===== src/rtl/axi2mem_pkg.sv =====
// Shared types and widths for the axi2mem TCDM path.
package axi2mem_pkg;

   typedef enum logic {
      OWNER_RD = 1'b0,
      OWNER_WR = 1'b1
   } tcdm_owner_e;

   localparam int TCDM_DW  = 32;
   localparam int TCDM_BEW = 4;

endpackage


===== src/rtl/axi2mem_owner_fifo.sv =====
// In-order queue of request owners; the head names the channel that gets
// the next TCDM response.
module axi2mem_owner_fifo
   import axi2mem_pkg::*;
#(
   parameter  int DEPTH = 4,
   localparam int AW    = $clog2(DEPTH),
   localparam int CW    = AW + 1
) (
   input  logic          clk,
   input  logic          rst_n,
   input  logic          test_en,
   input  logic          push,
   input  tcdm_owner_e   push_data,
   input  logic          pop,
   output tcdm_owner_e   head,
   output logic          full,
   output logic          empty,
   output logic [CW-1:0] count
);

   tcdm_owner_e   mem_reg [DEPTH];
   logic [AW-1:0] wr_ptr_reg, wr_ptr_next;
   logic [AW-1:0] rd_ptr_reg, rd_ptr_next;
   logic [CW-1:0] count_reg, count_next;
   logic          push_ok;
   logic          pop_ok;
   logic          unused_test_en;

   // No clock gating in this queue, so test mode has nothing to bypass.
   assign unused_test_en = test_en;

   assign full    = (count_reg == CW'(DEPTH));
   assign empty   = (count_reg == '0);
   assign count   = count_reg;
   assign head    = mem_reg[rd_ptr_reg];
   assign push_ok = push & ~full;
   assign pop_ok  = pop & ~empty;

   always_comb begin
      wr_ptr_next = wr_ptr_reg;
      rd_ptr_next = rd_ptr_reg;
      count_next  = count_reg;
      if (push_ok) wr_ptr_next = wr_ptr_reg + AW'(1);
      if (pop_ok)  rd_ptr_next = rd_ptr_reg + AW'(1);
      unique case ({push_ok, pop_ok})
         2'b10:   count_next = count_reg + CW'(1);
         2'b01:   count_next = count_reg - CW'(1);
         default: count_next = count_reg;
      endcase
   end

   for (genvar gi = 0; gi < DEPTH; gi++) begin : g_slot
      always_ff @(posedge clk or negedge rst_n) begin
         if (!rst_n) begin
            mem_reg[gi] <= OWNER_RD;
         end else if (push_ok && (wr_ptr_reg == AW'(gi))) begin
            mem_reg[gi] <= push_data;
         end
      end
   end

   always_ff @(posedge clk or negedge rst_n) begin
      if (!rst_n) begin
         wr_ptr_reg <= '0;
         rd_ptr_reg <= '0;
         count_reg  <= '0;
      end else begin
         wr_ptr_reg <= wr_ptr_next;
         rd_ptr_reg <= rd_ptr_next;
         count_reg  <= count_next;
      end
   end

endmodule


===== src/rtl/axi2mem_tcdm_arbiter.sv =====
// Round-robin arbiter with grant lock sharing one TCDM port between the
// axi2mem read and write channels; responses return via an owner queue.
module axi2mem_tcdm_arbiter
   import axi2mem_pkg::*;
#(
   parameter int OUTSTANDING = 4
) (
   input  logic                clk_i,
   input  logic                rst_ni,
   input  logic                test_en_i,

   input  logic                rd_req_i,
   input  logic [TCDM_DW-1:0]  rd_add_i,
   input  logic                rd_we_i,
   input  logic [TCDM_DW-1:0]  rd_wdata_i,
   input  logic [TCDM_BEW-1:0] rd_be_i,
   output logic                rd_gnt_o,
   output logic [TCDM_DW-1:0]  rd_r_rdata_o,
   output logic                rd_r_valid_o,

   input  logic                wr_req_i,
   input  logic [TCDM_DW-1:0]  wr_add_i,
   input  logic                wr_we_i,
   input  logic [TCDM_DW-1:0]  wr_wdata_i,
   input  logic [TCDM_BEW-1:0] wr_be_i,
   output logic                wr_gnt_o,
   output logic [TCDM_DW-1:0]  wr_r_rdata_o,
   output logic                wr_r_valid_o,

   output logic                tcdm_req_o,
   output logic [TCDM_DW-1:0]  tcdm_add_o,
   output logic                tcdm_we_o,
   output logic [TCDM_DW-1:0]  tcdm_wdata_o,
   output logic [TCDM_BEW-1:0] tcdm_be_o,
   input  logic                tcdm_gnt_i,
   input  logic [TCDM_DW-1:0]  tcdm_r_rdata_i,
   input  logic                tcdm_r_valid_i,

   output logic                idle_o,
   output logic                err_o
);

   localparam int CW = $clog2(OUTSTANDING) + 1;

   logic          fifo_full;
   logic          fifo_empty;
   tcdm_owner_e   fifo_head;
   logic [CW-1:0] unused_fifo_count;

   logic          rd_elig, wr_elig;
   logic          lock_hold;
   logic          sel_valid;
   tcdm_owner_e   sel_owner;
   logic          grant;
   logic          resp_ok;

   logic          lock_reg, lock_next;
   tcdm_owner_e   lock_owner_reg, lock_owner_next;
   tcdm_owner_e   rr_reg, rr_next;
   logic          err_reg, err_next;

   // Selection; rst_ni gating keeps the request side quiet while in reset.
   always_comb begin
      rd_elig   = rd_req_i & ~fifo_full & rst_ni;
      wr_elig   = wr_req_i & ~fifo_full & rst_ni;
      // A locked channel that withdrew its req no longer holds the port.
      lock_hold = lock_reg & ((lock_owner_reg == OWNER_WR) ? wr_elig : rd_elig);
      sel_valid = 1'b0;
      sel_owner = OWNER_RD;
      if (lock_hold) begin
         sel_valid = 1'b1;
         sel_owner = lock_owner_reg;
      end else if (rd_elig && wr_elig) begin
         sel_valid = 1'b1;
         sel_owner = rr_reg;
      end else if (rd_elig) begin
         sel_valid = 1'b1;
         sel_owner = OWNER_RD;
      end else if (wr_elig) begin
         sel_valid = 1'b1;
         sel_owner = OWNER_WR;
      end
   end

   always_comb begin
      tcdm_req_o   = sel_valid;
      tcdm_add_o   = '0;
      tcdm_we_o    = 1'b0;
      tcdm_wdata_o = '0;
      tcdm_be_o    = '0;
      if (sel_valid) begin
         if (sel_owner == OWNER_WR) begin
            tcdm_add_o   = wr_add_i;
            tcdm_we_o    = wr_we_i;
            tcdm_wdata_o = wr_wdata_i;
            tcdm_be_o    = wr_be_i;
         end else begin
            tcdm_add_o   = rd_add_i;
            tcdm_we_o    = rd_we_i;
            tcdm_wdata_o = rd_wdata_i;
            tcdm_be_o    = rd_be_i;
         end
      end
   end

   assign grant    = tcdm_gnt_i & sel_valid;
   assign rd_gnt_o = grant & (sel_owner == OWNER_RD);
   assign wr_gnt_o = grant & (sel_owner == OWNER_WR);

   assign resp_ok      = tcdm_r_valid_i & ~fifo_empty;
   assign rd_r_valid_o = resp_ok & (fifo_head == OWNER_RD);
   assign wr_r_valid_o = resp_ok & (fifo_head == OWNER_WR);
   assign rd_r_rdata_o = tcdm_r_rdata_i;
   assign wr_r_rdata_o = tcdm_r_rdata_i;

   assign idle_o = fifo_empty & ~sel_valid;
   assign err_o  = err_reg;

   always_comb begin
      lock_next       = sel_valid & ~tcdm_gnt_i;
      lock_owner_next = sel_valid ? sel_owner : lock_owner_reg;
      rr_next         = rr_reg;
      if (grant) begin
         rr_next = (sel_owner == OWNER_RD) ? OWNER_WR : OWNER_RD;
      end
      err_next = err_reg | (tcdm_r_valid_i & fifo_empty);
   end

   always_ff @(posedge clk_i or negedge rst_ni) begin
      if (!rst_ni) begin
         lock_reg       <= 1'b0;
         lock_owner_reg <= OWNER_RD;
         rr_reg         <= OWNER_RD;
         err_reg        <= 1'b0;
      end else begin
         lock_reg       <= lock_next;
         lock_owner_reg <= lock_owner_next;
         rr_reg         <= rr_next;
         err_reg        <= err_next;
      end
   end

   axi2mem_owner_fifo #(
      .DEPTH (OUTSTANDING)
   ) u_owner_fifo (
      .clk       (clk_i),
      .rst_n     (rst_ni),
      .test_en   (test_en_i),
      .push      (grant),
      .push_data (sel_owner),
      .pop       (resp_ok),
      .head      (fifo_head),
      .full      (fifo_full),
      .empty     (fifo_empty),
      .count     (unused_fifo_count)
   );

endmodule


===== config.mk =====
export PLATFORM = sky130hd
export DESIGN_NAME = axi2mem_tcdm_arbiter
export DESIGN_NICKNAME = d
export VERILOG_FILES = /design/src/rtl/axi2mem_pkg.sv /design/src/rtl/axi2mem_owner_fifo.sv /design/src/rtl/axi2mem_tcdm_arbiter.sv
export SDC_FILE = /design/constraint.sdc
export NUM_CORES = 1
export LEC_CHECK = 0
export CORE_AREA = 8 8 115 117
export DETAILED_ROUTE_END_ITERATION = 12
export DIE_AREA = 0 0 123 125
export PLACE_DENSITY = 0.73
export SLEW_MARGIN = 20
export SYNTH_ARGS = -nofsm -noshare
export SYNTH_HDL_FRONTEND = slang
export SYNTH_SLANG_ARGS = --single-unit

===== constraint.sdc =====
create_clock -name clk_i -period 2.75 [get_ports clk_i]
set_input_delay 0.55 -clock clk_i [delete_from_list [all_inputs] [get_ports clk_i]]
set_output_delay 0.55 -clock clk_i [all_outputs]
set_load 0.02 [all_outputs]

==> flow_metrics.env <==
export IMPL_outcome="finished clean"
export IMPL_asr_flop_ratio_synth=1.00
export IMPL_final_antenna_net_count=0
export IMPL_worst_slew_margin_rel=0.771
export IMPL_timing_hold_violations_final=0
export IMPL_slew_viol_final=0
export IMPL_timing_setup_critical_path_class="primary input to output port"
export IMPL_grt_antenna_before_repair=0
export IMPL_critPathMaxFanout=5
export IMPL_worstHoldPathType="primary input to asynchronous set/reset pin"
export IMPL_nNetsFinal=641
export IMPL_mappedNetlistNets=479
export IMPL_share_clk_of_total_power=0.101
export IMPL_detailroute_via_count=2745
export IMPL_netlist_area_mm2=0.00279
export IMPL_timing_worst_slew_pin_value_ns=0.342
export IMPL_power_frac_seq=0.142
export IMPL_report_final_setup_viol=0
export IMPL_drv_max_cap_violation_count=0
export IMPL_worst_setup_path_end="rd_r_valid_o"
export IMPL_totalNegativeSetupSlack_ns=0
export IMPL_drc_marker_count_from_the_first_detailed_route_iteration=85
export IMPL_postSynthAreaPerCell_um2=9.42
export IMPL_synth_compound_area_share=0.0247
export IMPL_power_leakage_nw=2.54
export IMPL_place_congestion=0.789
export IMPL_number_of_global_route_vias_before_repair=3011
export IMPL_dp_cells=591
export IMPL_ys_flop_type="sky130_fd_sc_hd__dfrtp_1"
export IMPL_insertion_delay_ns=0.25
export IMPL_clock_sinks=15
export IMPL_fin_worst_skew_ns=0.00107
export IMPL_critical_path_arrival_ns=2.03
export IMPL_peakVddDrop_v=0.000502
export IMPL_post_synth_most_frequent_cells="sky130_fd_sc_hd__and3_1 (70), sky130_fd_sc_hd__buf_4 (68), sky130_fd_sc_hd__mux2_4 (40)"
export IMPL_synth_seq_cells=15
export IMPL_period_minus_slack_ns=2.58
export IMPL_route_detailed_drc=0
export IMPL_pin_count_of_the_biggest_net_entering_global_routing=41
export IMPL_wirelength_um=12000
export IMPL_clock_fmax_mhz=388
export IMPL_grt_first_pass_wirelength_um=17800
export IMPL_final_cells=604
export IMPL_total_power_per_unit_cell_area_mw_per_mm2=586
export IMPL_iteration_count_of_the_initial_detailed_routing_pass=5
export IMPL_postCtsHoldBufs=0
export IMPL_dominant_combinational_cell_family_by_area_after_synthesis="multiplexers"
export IMPL_sw_frac_of_total=0.407
export IMPL_die_h_um=125
export IMPL_dp_final_hpwl_um=9420
export IMPL_final_design_area_no_fill_mm2=0.00481
export IMPL_synth_fa_ha_area_frac=0.0296
export IMPL_yosysUniqueCellTypes=33
export IMPL_timing_final_crit_share=0.938
export IMPL_power_combinational_fraction=0.757
export IMPL_yosys_warnings=0
export IMPL_syn2layout_area_growth_pct=72.5
export IMPL_final_layout_size_suffix_gt1_frac=0.394
export IMPL_number_of_flip_flops_in_the_largest_register=4
export IMPL_worstSetupEndpointType="output port"
export IMPL_yosysTopAreaCell="sky130_fd_sc_hd__mux2_4"
export IMPL_grt_overflow=0
export IMPL_row_count=40
export IMPL_yosysSeqAreaShare=0.135
export IMPL_clk_pin_slew_worst_paths_ns=0.05
export IMPL_timing_reg2reg_setup_slack_ns=0.41
export IMPL_placedInstanceArea_mm2=0.00474
export IMPL_synth_mux_area_fraction=0.364
export IMPL_required_ns=2.20
export IMPL_post_synth_xor_area_fraction=0.0189
export IMPL_netlist_top_cells_area="sky130_fd_sc_hd__mux2_4 (22%), sky130_fd_sc_hd__buf_4 (18%), sky130_fd_sc_hd__and3_1 (16%)"
export IMPL_synth_cells=296
export IMPL_clk_root_buffer_cell="sky130_fd_sc_hd__clkbuf_16"
export IMPL_regToRegStartpoint="u_owner_fifo.count[1]"
export IMPL_total_switching_power_mw=1.15
export IMPL_port_buffers=219
export IMPL_synthMostInstantiatedCell="sky130_fd_sc_hd__and3_1"
export IMPL_number_of_h_tree_levels=1
export IMPL_cts_made_buffers=3
export IMPL_chipWidth_um=123
export IMPL_internal_power_mw=1.67
export IMPL_rr_endpoint="u_owner_fifo.count[2]"
export IMPL_start_kind="primary input"
export IMPL_yosys_area_top_type_share=0.215
export IMPL_groute_usage_overall=0.146
export IMPL_initial_standard_cell_utilization_of_the_core=0.240
export IMPL_wire_per_inst_um=19.8
export IMPL_pin_count=317
export IMPL_antenna_diode_count=0
export IMPL_floorplan_die_area_mm2=0.0154
export IMPL_holdWs_ns=0.383
export IMPL_rr_worst_depth=10
export IMPL_drt_vias_per_instance=4.54
export IMPL_tritoncts="yes"
export IMPL_synth_enable_flop_cells=0
export IMPL_clk_path_buf_depth=2
export IMPL_floorplan_core_area_mm2=0.0116
export IMPL_synth_simple_gate_area_frac=0.191
export IMPL_grt_setup_unrepaired="no"
export IMPL_cp_startpoint="tcdm_r_valid_i"
[layer usage]
layer  track usage  vias to the layer above  part of all wire
met5             0                        -                 0
met4        0.0248                        0             0.015
met3        0.0378                       19             0.086
met2         0.281                      139              0.52
met1         0.153                     1294              0.37
li1              -                     1293                 -
[power by group through the flow]
stage          sequential, mW  combinational, mW  clock (mW)
6_report                0.399               2.13       0.284
3_5_place_dp            0.404               2.13           0
2_1_floorplan           0.391               1.38           0
5_1_grt                 0.416               2.28       0.298
4_1_cts                 0.400               2.14       0.290
3_3_place_gp            0.392               2.09           0
[critical path, stage by stage]
cell,delay (ns)
sky130_fd_sc_hd__clkdlybuf4s50_1,0.47
sky130_fd_sc_hd__o31a_1,0.23
sky130_fd_sc_hd__nor2b_1,0.16
sky130_fd_sc_hd__clkdlybuf4s50_1,0.62
[stage by stage]
step           power [mW]   util  setup slack (ns)
2_1_floorplan        1.77      -             0.529
4_1_cts              2.83  0.412           -0.0853
3_3_place_gp         2.48  0.408            -0.355
3_5_place_dp         2.53  0.408            -0.369
5_1_grt              3.00  0.414            0.0867
6_report             2.82  0.414             0.169
[how the worst min path moves through the flow]
stage | depth (start not counted) | slack (ns) | from | end
2_1_floorplan | 0 | 0.25 | rst_ni | err_o
3_3_place_gp | 1 | 0.44 | err_o | err_o
3_5_place_dp | 1 | 0.45 | err_o | err_o
4_1_cts | 1 | 0.47 | err_o | err_o
5_1_grt | 3 | 0.43 | rst_ni | u_owner_fifo.rd_ptr_reg[0]
6_report | 3 | 0.38 | rst_ni | u_owner_fifo.rd_ptr_reg[0]
[layout by cell type (no fill, tap or decap), types with 2 or more instances in the layout]
cell type	synthesis	final
sky130_fd_sc_hd__nand3_1	4	4
sky130_fd_sc_hd__o21ai_0	2	2
sky130_fd_sc_hd__mux2_2	34	33
sky130_fd_sc_hd__buf_4	68	21
sky130_fd_sc_hd__and3_1	70	70
sky130_fd_sc_hd__mux2_4	40	41
sky130_fd_sc_hd__xnor2_1	3	3
sky130_fd_sc_hd__dfrtp_1	15	15
sky130_fd_sc_hd__dlymetal6s2s_1	0	3
sky130_fd_sc_hd__ha_1	5	5
sky130_fd_sc_hd__xor2_1	3	3
sky130_fd_sc_hd__buf_6	5	14
sky130_fd_sc_hd__buf_16	0	5
sky130_fd_sc_hd__nand2_1	4	4
sky130_fd_sc_hd__nor2_1	3	3
sky130_fd_sc_hd__buf_2	4	48
sky130_fd_sc_hd__clkdlybuf4s50_1	0	143
sky130_fd_sc_hd__clkbuf_16	0	4
sky130_fd_sc_hd__and2_1	2	2
sky130_fd_sc_hd__buf_12	0	7
sky130_fd_sc_hd__inv_1	8	8
[logic make-up (layout without fill, tap and decap cells)]
logic type,Yosys count,in the layout
AND/OR/NAND/NOR,88,88
adder cells (fa/ha/maj),6,6
AO/OA/AOI/OAI,9,9
multiplexers,76,76
buffers and inverters,96,257
XOR/XNOR,6,6
flip-flops,15,15
[area by class of cell]
class,count,area [µm²]
fillers,1156,6800
repair buffers,245,2370
multi-input cells,185,1770
flip-flops and latches,15,375
well taps,147,184
clock buffers,3,75.1
inverters,8,30.0
clock inverters,1,5.00
[repair_timing]
action,4_1_cts,5_1_grt
pin swaps,1,1
cloned,5,1
resized for setup,316,9
setup endpoints to repair,71,63
hold endpoints to repair,0,0
buffers inserted,3,0
No activity file was read; power rests on OpenSTA's default activity.
